## src/rtl/amo_unit.sv

```systemverilog
// RISC-V "A" extension execution unit: LR, SC and the nine AMOs as a read-modify-write
// sequencer between the issue stage and the data-memory port, with an LR/SC reservation.
module amo_unit #(
  parameter int XLEN    = 32,
  parameter int TAG_W   = 6,
  parameter int RES_LSB = 3
) (
  input  logic             clk,
  input  logic             reset,
  input  logic             req_valid,
  output logic             req_ready,
  input  logic [4:0]       req_funct5,
  input  logic [2:0]       req_funct3,
  input  logic [XLEN-1:0]  req_addr,
  input  logic [XLEN-1:0]  req_data,
  input  logic [TAG_W-1:0] req_tag,
  output logic             resp_valid,
  input  logic             resp_ready,
  output logic [XLEN-1:0]  resp_data,
  output logic [TAG_W-1:0] resp_tag,
  output logic             resp_err,
  output logic             mem_req_valid,
  input  logic             mem_req_ready,
  output logic             mem_req_we,
  output logic             mem_req_size,
  output logic [XLEN-1:0]  mem_req_addr,
  output logic [XLEN-1:0]  mem_req_wdata,
  input  logic             mem_rsp_valid,
  input  logic [XLEN-1:0]  mem_rsp_rdata,
  input  logic             snoop_valid,
  input  logic [XLEN-1:0]  snoop_addr
);

  localparam logic [2:0] S_IDLE    = 3'd0;
  localparam logic [2:0] S_RD      = 3'd1;
  localparam logic [2:0] S_RD_WAIT = 3'd2;
  localparam logic [2:0] S_WR      = 3'd3;
  localparam logic [2:0] S_RESP    = 3'd4;

  localparam logic [4:0] F_ADD  = 5'b00000;
  localparam logic [4:0] F_SWAP = 5'b00001;
  localparam logic [4:0] F_LR   = 5'b00010;
  localparam logic [4:0] F_SC   = 5'b00011;
  localparam logic [4:0] F_XOR  = 5'b00100;
  localparam logic [4:0] F_OR   = 5'b01000;
  localparam logic [4:0] F_AND  = 5'b01100;
  localparam logic [4:0] F_MIN  = 5'b10000;
  localparam logic [4:0] F_MAX  = 5'b10100;
  localparam logic [4:0] F_MINU = 5'b11000;
  localparam logic [4:0] F_MAXU = 5'b11100;

  localparam int GW = XLEN - RES_LSB;

  logic [2:0]       state;
  logic [4:0]       op_q;
  logic             is_d_q;
  logic [XLEN-1:0]  addr_q;
  logic [XLEN-1:0]  rs2_q;
  logic [TAG_W-1:0] tag_q;
  logic [XLEN-1:0]  wdata_q;
  logic [XLEN-1:0]  resp_data_q;
  logic             resp_err_q;
  logic             res_valid;
  logic [GW-1:0]    res_gran;
  logic             lr_cancel;

  logic             accept;
  logic             op_known;
  logic             width_ok;
  logic             req_is_d;
  logic             misaligned;
  logic             req_err;
  logic [GW-1:0]    req_gran;
  logic [GW-1:0]    addr_gran;
  logic [GW-1:0]    snoop_gran;
  logic             snoop_res_hit;
  logic             snoop_req_hit;
  logic             snoop_lr_hit;
  logic             sc_ok;
  logic [XLEN-1:0]  opa;
  logic [XLEN-1:0]  opb;
  logic [XLEN-1:0]  alu;
  logic [XLEN-1:0]  wr_val;
  logic             unused_snoop_lsbs;

  function automatic logic [XLEN-1:0] sext32(input logic [31:0] v);
    logic [XLEN-1:0] r;
    r       = {XLEN{v[31]}};
    r[31:0] = v;
    return r;
  endfunction

  function automatic logic [XLEN-1:0] zext32(input logic [31:0] v);
    logic [XLEN-1:0] r;
    r       = '0;
    r[31:0] = v;
    return r;
  endfunction

  assign accept            = req_valid && req_ready;
  assign req_gran          = req_addr[XLEN-1:RES_LSB];
  assign addr_gran         = addr_q[XLEN-1:RES_LSB];
  assign snoop_gran        = snoop_addr[XLEN-1:RES_LSB];
  assign unused_snoop_lsbs = ^snoop_addr[RES_LSB-1:0];

  assign snoop_res_hit = snoop_valid && res_valid && (snoop_gran == res_gran);
  assign snoop_req_hit = snoop_valid && (snoop_gran == req_gran);
  assign snoop_lr_hit  = snoop_valid && (snoop_gran == addr_gran);
  assign sc_ok         = res_valid && (res_gran == req_gran) && !snoop_req_hit;

  always_comb begin
    case (req_funct5)
      F_ADD, F_SWAP, F_LR, F_SC, F_XOR, F_OR, F_AND,
      F_MIN, F_MAX, F_MINU, F_MAXU: op_known = 1'b1;
      default:                       op_known = 1'b0;
    endcase
    req_is_d   = (req_funct3 == 3'b011);
    width_ok   = (req_funct3 == 3'b010) || (req_is_d && (XLEN == 64));
    misaligned = req_is_d ? (req_addr[2:0] != 3'b000) : (req_addr[1:0] != 2'b00);
    req_err    = !op_known || !width_ok || misaligned;
  end

  // Word ops run on sign-extended operands: low 32 bits of every result are then exact,
  // and unsigned ordering is preserved by sign extension.
  always_comb begin
    opa = is_d_q ? mem_rsp_rdata : sext32(mem_rsp_rdata[31:0]);
    opb = is_d_q ? rs2_q : sext32(rs2_q[31:0]);
    case (op_q)
      F_SWAP:  alu = opb;
      F_ADD:   alu = opa + opb;
      F_XOR:   alu = opa ^ opb;
      F_AND:   alu = opa & opb;
      F_OR:    alu = opa | opb;
      F_MIN:   alu = ($signed(opa) < $signed(opb)) ? opa : opb;
      F_MAX:   alu = ($signed(opa) > $signed(opb)) ? opa : opb;
      F_MINU:  alu = (opa < opb) ? opa : opb;
      F_MAXU:  alu = (opa > opb) ? opa : opb;
      default: alu = opb;
    endcase
    wr_val = is_d_q ? alu : zext32(alu[31:0]);
  end

  always_ff @(posedge clk) begin
    if (reset) begin
      state       <= S_IDLE;
      op_q        <= '0;
      is_d_q      <= 1'b0;
      addr_q      <= '0;
      rs2_q       <= '0;
      tag_q       <= '0;
      wdata_q     <= '0;
      resp_data_q <= '0;
      resp_err_q  <= 1'b0;
      res_valid   <= 1'b0;
      res_gran    <= '0;
      lr_cancel   <= 1'b0;
    end else begin
      if (snoop_res_hit) res_valid <= 1'b0;
      case (state)
        S_IDLE: begin
          if (accept) begin
            op_q       <= req_funct5;
            is_d_q     <= req_is_d;
            addr_q     <= req_addr;
            rs2_q      <= req_data;
            tag_q      <= req_tag;
            lr_cancel  <= snoop_req_hit;
            resp_err_q <= 1'b0;
            if (req_err) begin
              resp_err_q  <= 1'b1;
              resp_data_q <= '0;
              state       <= S_RESP;
            end else if (req_funct5 == F_SC) begin
              res_valid <= 1'b0;
              if (sc_ok) begin
                wdata_q     <= req_is_d ? req_data : zext32(req_data[31:0]);
                resp_data_q <= '0;
                state       <= S_WR;
              end else begin
                resp_data_q <= XLEN'(1);
                state       <= S_RESP;
              end
            end else begin
              if (req_funct5 != F_LR && res_valid && res_gran == req_gran)
                res_valid <= 1'b0;
              state <= S_RD;
            end
          end
        end
        S_RD: begin
          if (snoop_lr_hit) lr_cancel <= 1'b1;
          if (mem_req_ready) state <= S_RD_WAIT;
        end
        // A snoop anywhere between accept and data return vetoes the LR reservation.
        S_RD_WAIT: begin
          if (snoop_lr_hit) lr_cancel <= 1'b1;
          if (mem_rsp_valid) begin
            resp_data_q <= opa;
            wdata_q     <= wr_val;
            if (op_q == F_LR) begin
              if (!lr_cancel && !snoop_lr_hit) begin
                res_valid <= 1'b1;
                res_gran  <= addr_gran;
              end
              state <= S_RESP;
            end else begin
              state <= S_WR;
            end
          end
        end
        S_WR: begin
          if (mem_req_ready) state <= S_RESP;
        end
        S_RESP: begin
          if (resp_ready) state <= S_IDLE;
        end
        default: state <= S_IDLE;
      endcase
    end
  end

  assign req_ready     = (state == S_IDLE);
  assign resp_valid    = (state == S_RESP);
  assign resp_data     = resp_data_q;
  assign resp_tag      = tag_q;
  assign resp_err      = resp_err_q;
  assign mem_req_valid = (state == S_RD) || (state == S_WR);
  assign mem_req_we    = (state == S_WR);
  assign mem_req_size  = is_d_q;
  assign mem_req_addr  = addr_q;
  assign mem_req_wdata = wdata_q;

endmodule

```

## config.mk

```make
export PLATFORM = sky130hd
export DESIGN_NAME = amo_unit
export DESIGN_NICKNAME = d
export VERILOG_FILES = /design/src/rtl/amo_unit.sv
export SDC_FILE = /design/constraint.sdc
export NUM_CORES = 1
export LEC_CHECK = 0
export CAP_MARGIN = 20
export CORE_ASPECT_RATIO = 1.4
export CORE_MARGIN = 2
export CORE_UTILIZATION = 50
export CTS_CLUSTER_SIZE = 14
export DETAILED_ROUTE_END_ITERATION = 8
export GPL_TIMING_DRIVEN = 0
export PLACE_DENSITY = 0.78
export SETUP_SLACK_MARGIN = 0.3
export SYNTH_ARGS = -nofsm -noshare
export SYNTH_HDL_FRONTEND = slang
export SYNTH_SLANG_ARGS = --single-unit
```

## constraint.sdc

```tcl
create_clock -name clk -period 4.3 [get_ports clk]
set_input_delay 0.43 -clock clk [delete_from_list [all_inputs] [get_ports clk]]
set_output_delay 0.43 -clock clk [all_outputs]
set_load 0.03 [all_outputs]
```

==> run_results.csv <==
group,metric,value,unit
synthesis,synth_common_cells,"nand2_1, a21oi_1, dfxtp_1, nor2_1, ha_1",
worst_setup_path,criticalPathCategory,"in -> reg",
power,p_total,4.62,mW
timing,finClkSkew,0.00970,ns
drt,postRouteAntennaNets,0,
floorplanning,io_pins,257,
timing,fmax,251,MHz
synthesis,synth_most_common_cell,"nand2_1",
synthesis,yosysTopAreaCell,"dfxtp_1",
floorplanning,die_area,26700,sq um
flow_run,maxCapViolCount,0,
global_route,grtUsageTotal,39.4,%
cells_and_area,layout-drive-gt1-share,5.04,%
synthesis,synth-seq-cells,175,
synthesis,syn_avg_cell_area,7.47,sq um
timing,setup_viol,0,
synthesis,netlist_instances,1699,
worst_setup_path,ff2ff_setup_slack,0.55,ns
drt,drcViolationCount,0,
clock_tree,ctsLongestPathBuffers,2,
synthesis,syn_area,12700,sq um
min_path,hold_end,"resp_data[13]$_SDFFE_PP0P_",
clock_tree,clock_latency,0.45,ns
power,power_density,282,nW/um^2
synthesis,synth_ff_type,"dfxtp_1",
power,p_leak,6.48,nW
placement,place_hpwl,41800,um
placement,port_buffers,252,
cells_and_area,n_fill_cell,2253,
worst_setup_path,cp.arrival,4.28,ns
drt,wl_per_cell,23.7,um
min_path,whs_path_depth,3,
floorplanning,coreArea,25200,sq um
synthesis,async_flop_share,0,%
cells_and_area,final_util,65.0,%
synthesis,ys_types,75,
timing,tightest_slew,1.18,ns
worst_setup_path,r2r-end,"mem_req_wdata[13]$_SDFFE_PP0P_",
floorplanning,die_y,193,um
clock_tree,cts.sinks,175,
floorplanning,start_util,50.4,%
run_status,status,"completed",
timing,fin_ws,0.323,ns
global_route,grt_pass1_wl,79700,um
worst_setup_path,start_kind,"input pin",
timing,hold_viol,0,
clock_tree,cts_max_level,4,
worst_setup_path,r2r-start,"opb[30]$_SDFFE_PP0P_",
timing,rsz0062_at_grt,"false",
timing,final_max_slew_viol_count,0,
drt,dr.pass1.iters,6,
global_route,grt_pass1_vias,13655,
clock_tree,holdBufCountCts,0,
global_route,grt_max_degree,18,
global_route,antenna_found_initial,0,
synthesis,yosys_warnings,0,
min_path,min_path_type,"in -> reg",
global_route,globalRouteOverflowTotal,0,
clock_tree,cts_made_buffers,17,
worst_setup_path,rr_worst_depth,14,
clock_tree,cts_tree,"yes",
synthesis,synth.area.top_cells,"dfxtp_1, ha_1, a21oi_1",
cells_and_area,layout.nets,2218,
placement,pre_cts_ws,-0.731,ns
cells_and_area,antenna_cells,0,
synthesis,syn-num-nets,1945,
drt,via_per_inst,6.09,
clock_tree,clk_pin_slew,0.08,ns
cells_and_area,areaGrowthSynthToFinish,29.1,%
worst_setup_path,end_kind,"register",
drt,drt_wl_total,54500,um
timing,period_needed,3.98,ns
floorplanning,die_w,139,um
clock_tree,cts-root-buf,"clkbuf_16",
drt,vias,14042,
floorplanning,rows,69,
synthesis,yosysSeqAreaShare,27.6,%
timing,fin_crit_sh,92.5,%
synthesis,synth_top_area_share,27.6,%
placement,place_congestion,1.03,
worst_setup_path,cp_max_fo,10,
min_path,worstHoldStart,"mem_rsp_rdata[13]",
timing,max_slew_margin,20.7,%
worst_setup_path,cp.required,4.60,ns
synthesis,synth_edf_count,0,
drt,drtIter0Drc,1164,
power,vdd_drop_max,0.294,mV
==> cell type report <==
class	instances	area, sq um	area share (%)
Multi-Input combinational cell	1321	8520	52.0
Tap cell	319	399	2.43
Clock inverter	14	150	0.916
Sequential cell	175	3500	21.4
Inverter	89	334	2.04
Timing Repair Buffer	254	2560	15.6
Clock buffer	18	429	2.62
Buffer	114	493	3.01
==> where the power goes <==
| part | switching (mW) | total [mW] | internal, mW |
|---|---|---|---|
| sequential | 0.0601 | 1.73 | 1.67 |
| combinational | 0.822 | 1.31 | 0.489 |
| clock | 0.759 | 1.58 | 0.821 |
| total | 1.64 | 4.62 | 2.98 |
==> layer usage <==
metal / GRT usage, % / part of all wire (%) / up-vias / routed length (um)
met3: 6.50 / 7.2 / 216 / 3950
met4: 27.7 / 7.8 / 0 / 4280
met1: 42.1 / 36 / 6565 / 19600
met5: 0 / 0 / - / 0
li1: - / - / 6489 / -
met2: 70.9 / 49 / 772 / 26700
==> worst max path at each step <==
| stage | from | to | slack (ns) | cells past startpoint |
|---|---|---|---|---|
| floorplan | mem_rsp_rdata[30] | mem_req_wdata[6]$_SDFFE_PP0P_ | 1.07 | 14 |
| global route | mem_rsp_rdata[19] | mem_req_wdata[13]$_SDFFE_PP0P_ | 0.30 | 15 |
| global placement | req_addr[17] | mem_req_wdata[6]$_SDFFE_PP0P_ | -1.17 | 13 |
| CTS | mem_rsp_rdata[28] | mem_req_wdata[13]$_SDFFE_PP0P_ | 0.25 | 15 |
| detailed placement | mem_rsp_rdata[28] | mem_req_wdata[19]$_SDFFE_PP0P_ | -0.73 | 14 |
| finish | req_addr[17] | mem_req_wdata[6]$_SDFFE_PP0P_ | 0.32 | 14 |
==> critical path, stage by stage <==
cell             delay (ns)
clkdlybuf4s50_1        0.53
xnor2_1                0.25
nand2_1                0.08
a2111oi_0              0.48
buf_2                  0.25
nand4_1                0.22
nand3_1                0.24
o41a_1                 0.14
buf_2                  0.22
clkbuf_2               0.35
clkbuf_2               0.48
nor2_1                 0.09
o21ai_0                0.28
o221ai_1               0.22
==> cells by family (layout without fill, tap and decap cells) <==
kind of cell | count (synthesis) | in the layout | synth area share [%]
buf+inv | 203 | 489 | 6.35
mux | 38 | 38 | 3.01
simple gates | 572 | 572 | 20.4
flops | 175 | 175 | 27.6
fa+ha+maj | 97 | 97 | 9.62
compound gates | 477 | 477 | 23.6
xor+xnor | 137 | 137 | 9.45
==> flip-flops by register name, indices dropped and copies added (netlist names), 3 cells and up <==
register / count
mem_req_addr: 32
mem_req_wdata: 32
op_q: 5
opb: 32
res_gran: 29
resp_data: 32
resp_tag: 6
state: 3
==> metrics by stage <==
stage | instance area [sq um] | cells | hold slack, ns | TNS, ns
6_report | 16400 | 2304 | 0.356 | 0
5_1_grt | 16400 | 2304 | 0.387 | 0
4_1_cts | 16300 | 2304 | 0.455 | 0
3_5_place_dp | 15600 | 2271 | 0.446 | -16.43
3_3_place_gp | 15600 | 2270 | 0.437 | -23.44
2_1_floorplan | 12700 | 1699 | 0.451 | 0
==> cells in the final DEF, fill, tap and decap left out, types with 6 or more instances in the layout <==
cell / instances
nand4_1: 21
o221ai_1: 6
and3_1: 11
a21o_1: 10
buf_1: 7
clkbuf_16: 17
o211ai_1: 8
nor2b_1: 13
nor4_1: 18
inv_1: 86
nand2b_1: 9
clkbuf_1: 82
a311oi_1: 24
ha_1: 95
nor2_1: 109
buf_2: 11
nor3b_1: 6
nand3_1: 49
o21ai_0: 77
dfxtp_1: 175
xnor2_1: 74
a21oi_1: 212
nand2_1: 278
clkdlybuf4s50_1: 241
clkbuf_2: 9
mux2i_1: 37
dlymetal6s2s_1: 11
and2_1: 13
a222oi_1: 8
o21bai_1: 7
a221oi_2: 7
xor2_1: 63
a31oi_1: 10
nor3_1: 18
a211oi_1: 35
==> timing repair <==
action | CTS | global route
resized for setup | 15 | 42
pin swaps | 1 | 8
setup buffers | 1 | 0
endpoints found under the setup margin | 31 | 31
cloned | 0 | 0
Note: power is estimated with default switching activity, not from simulation.
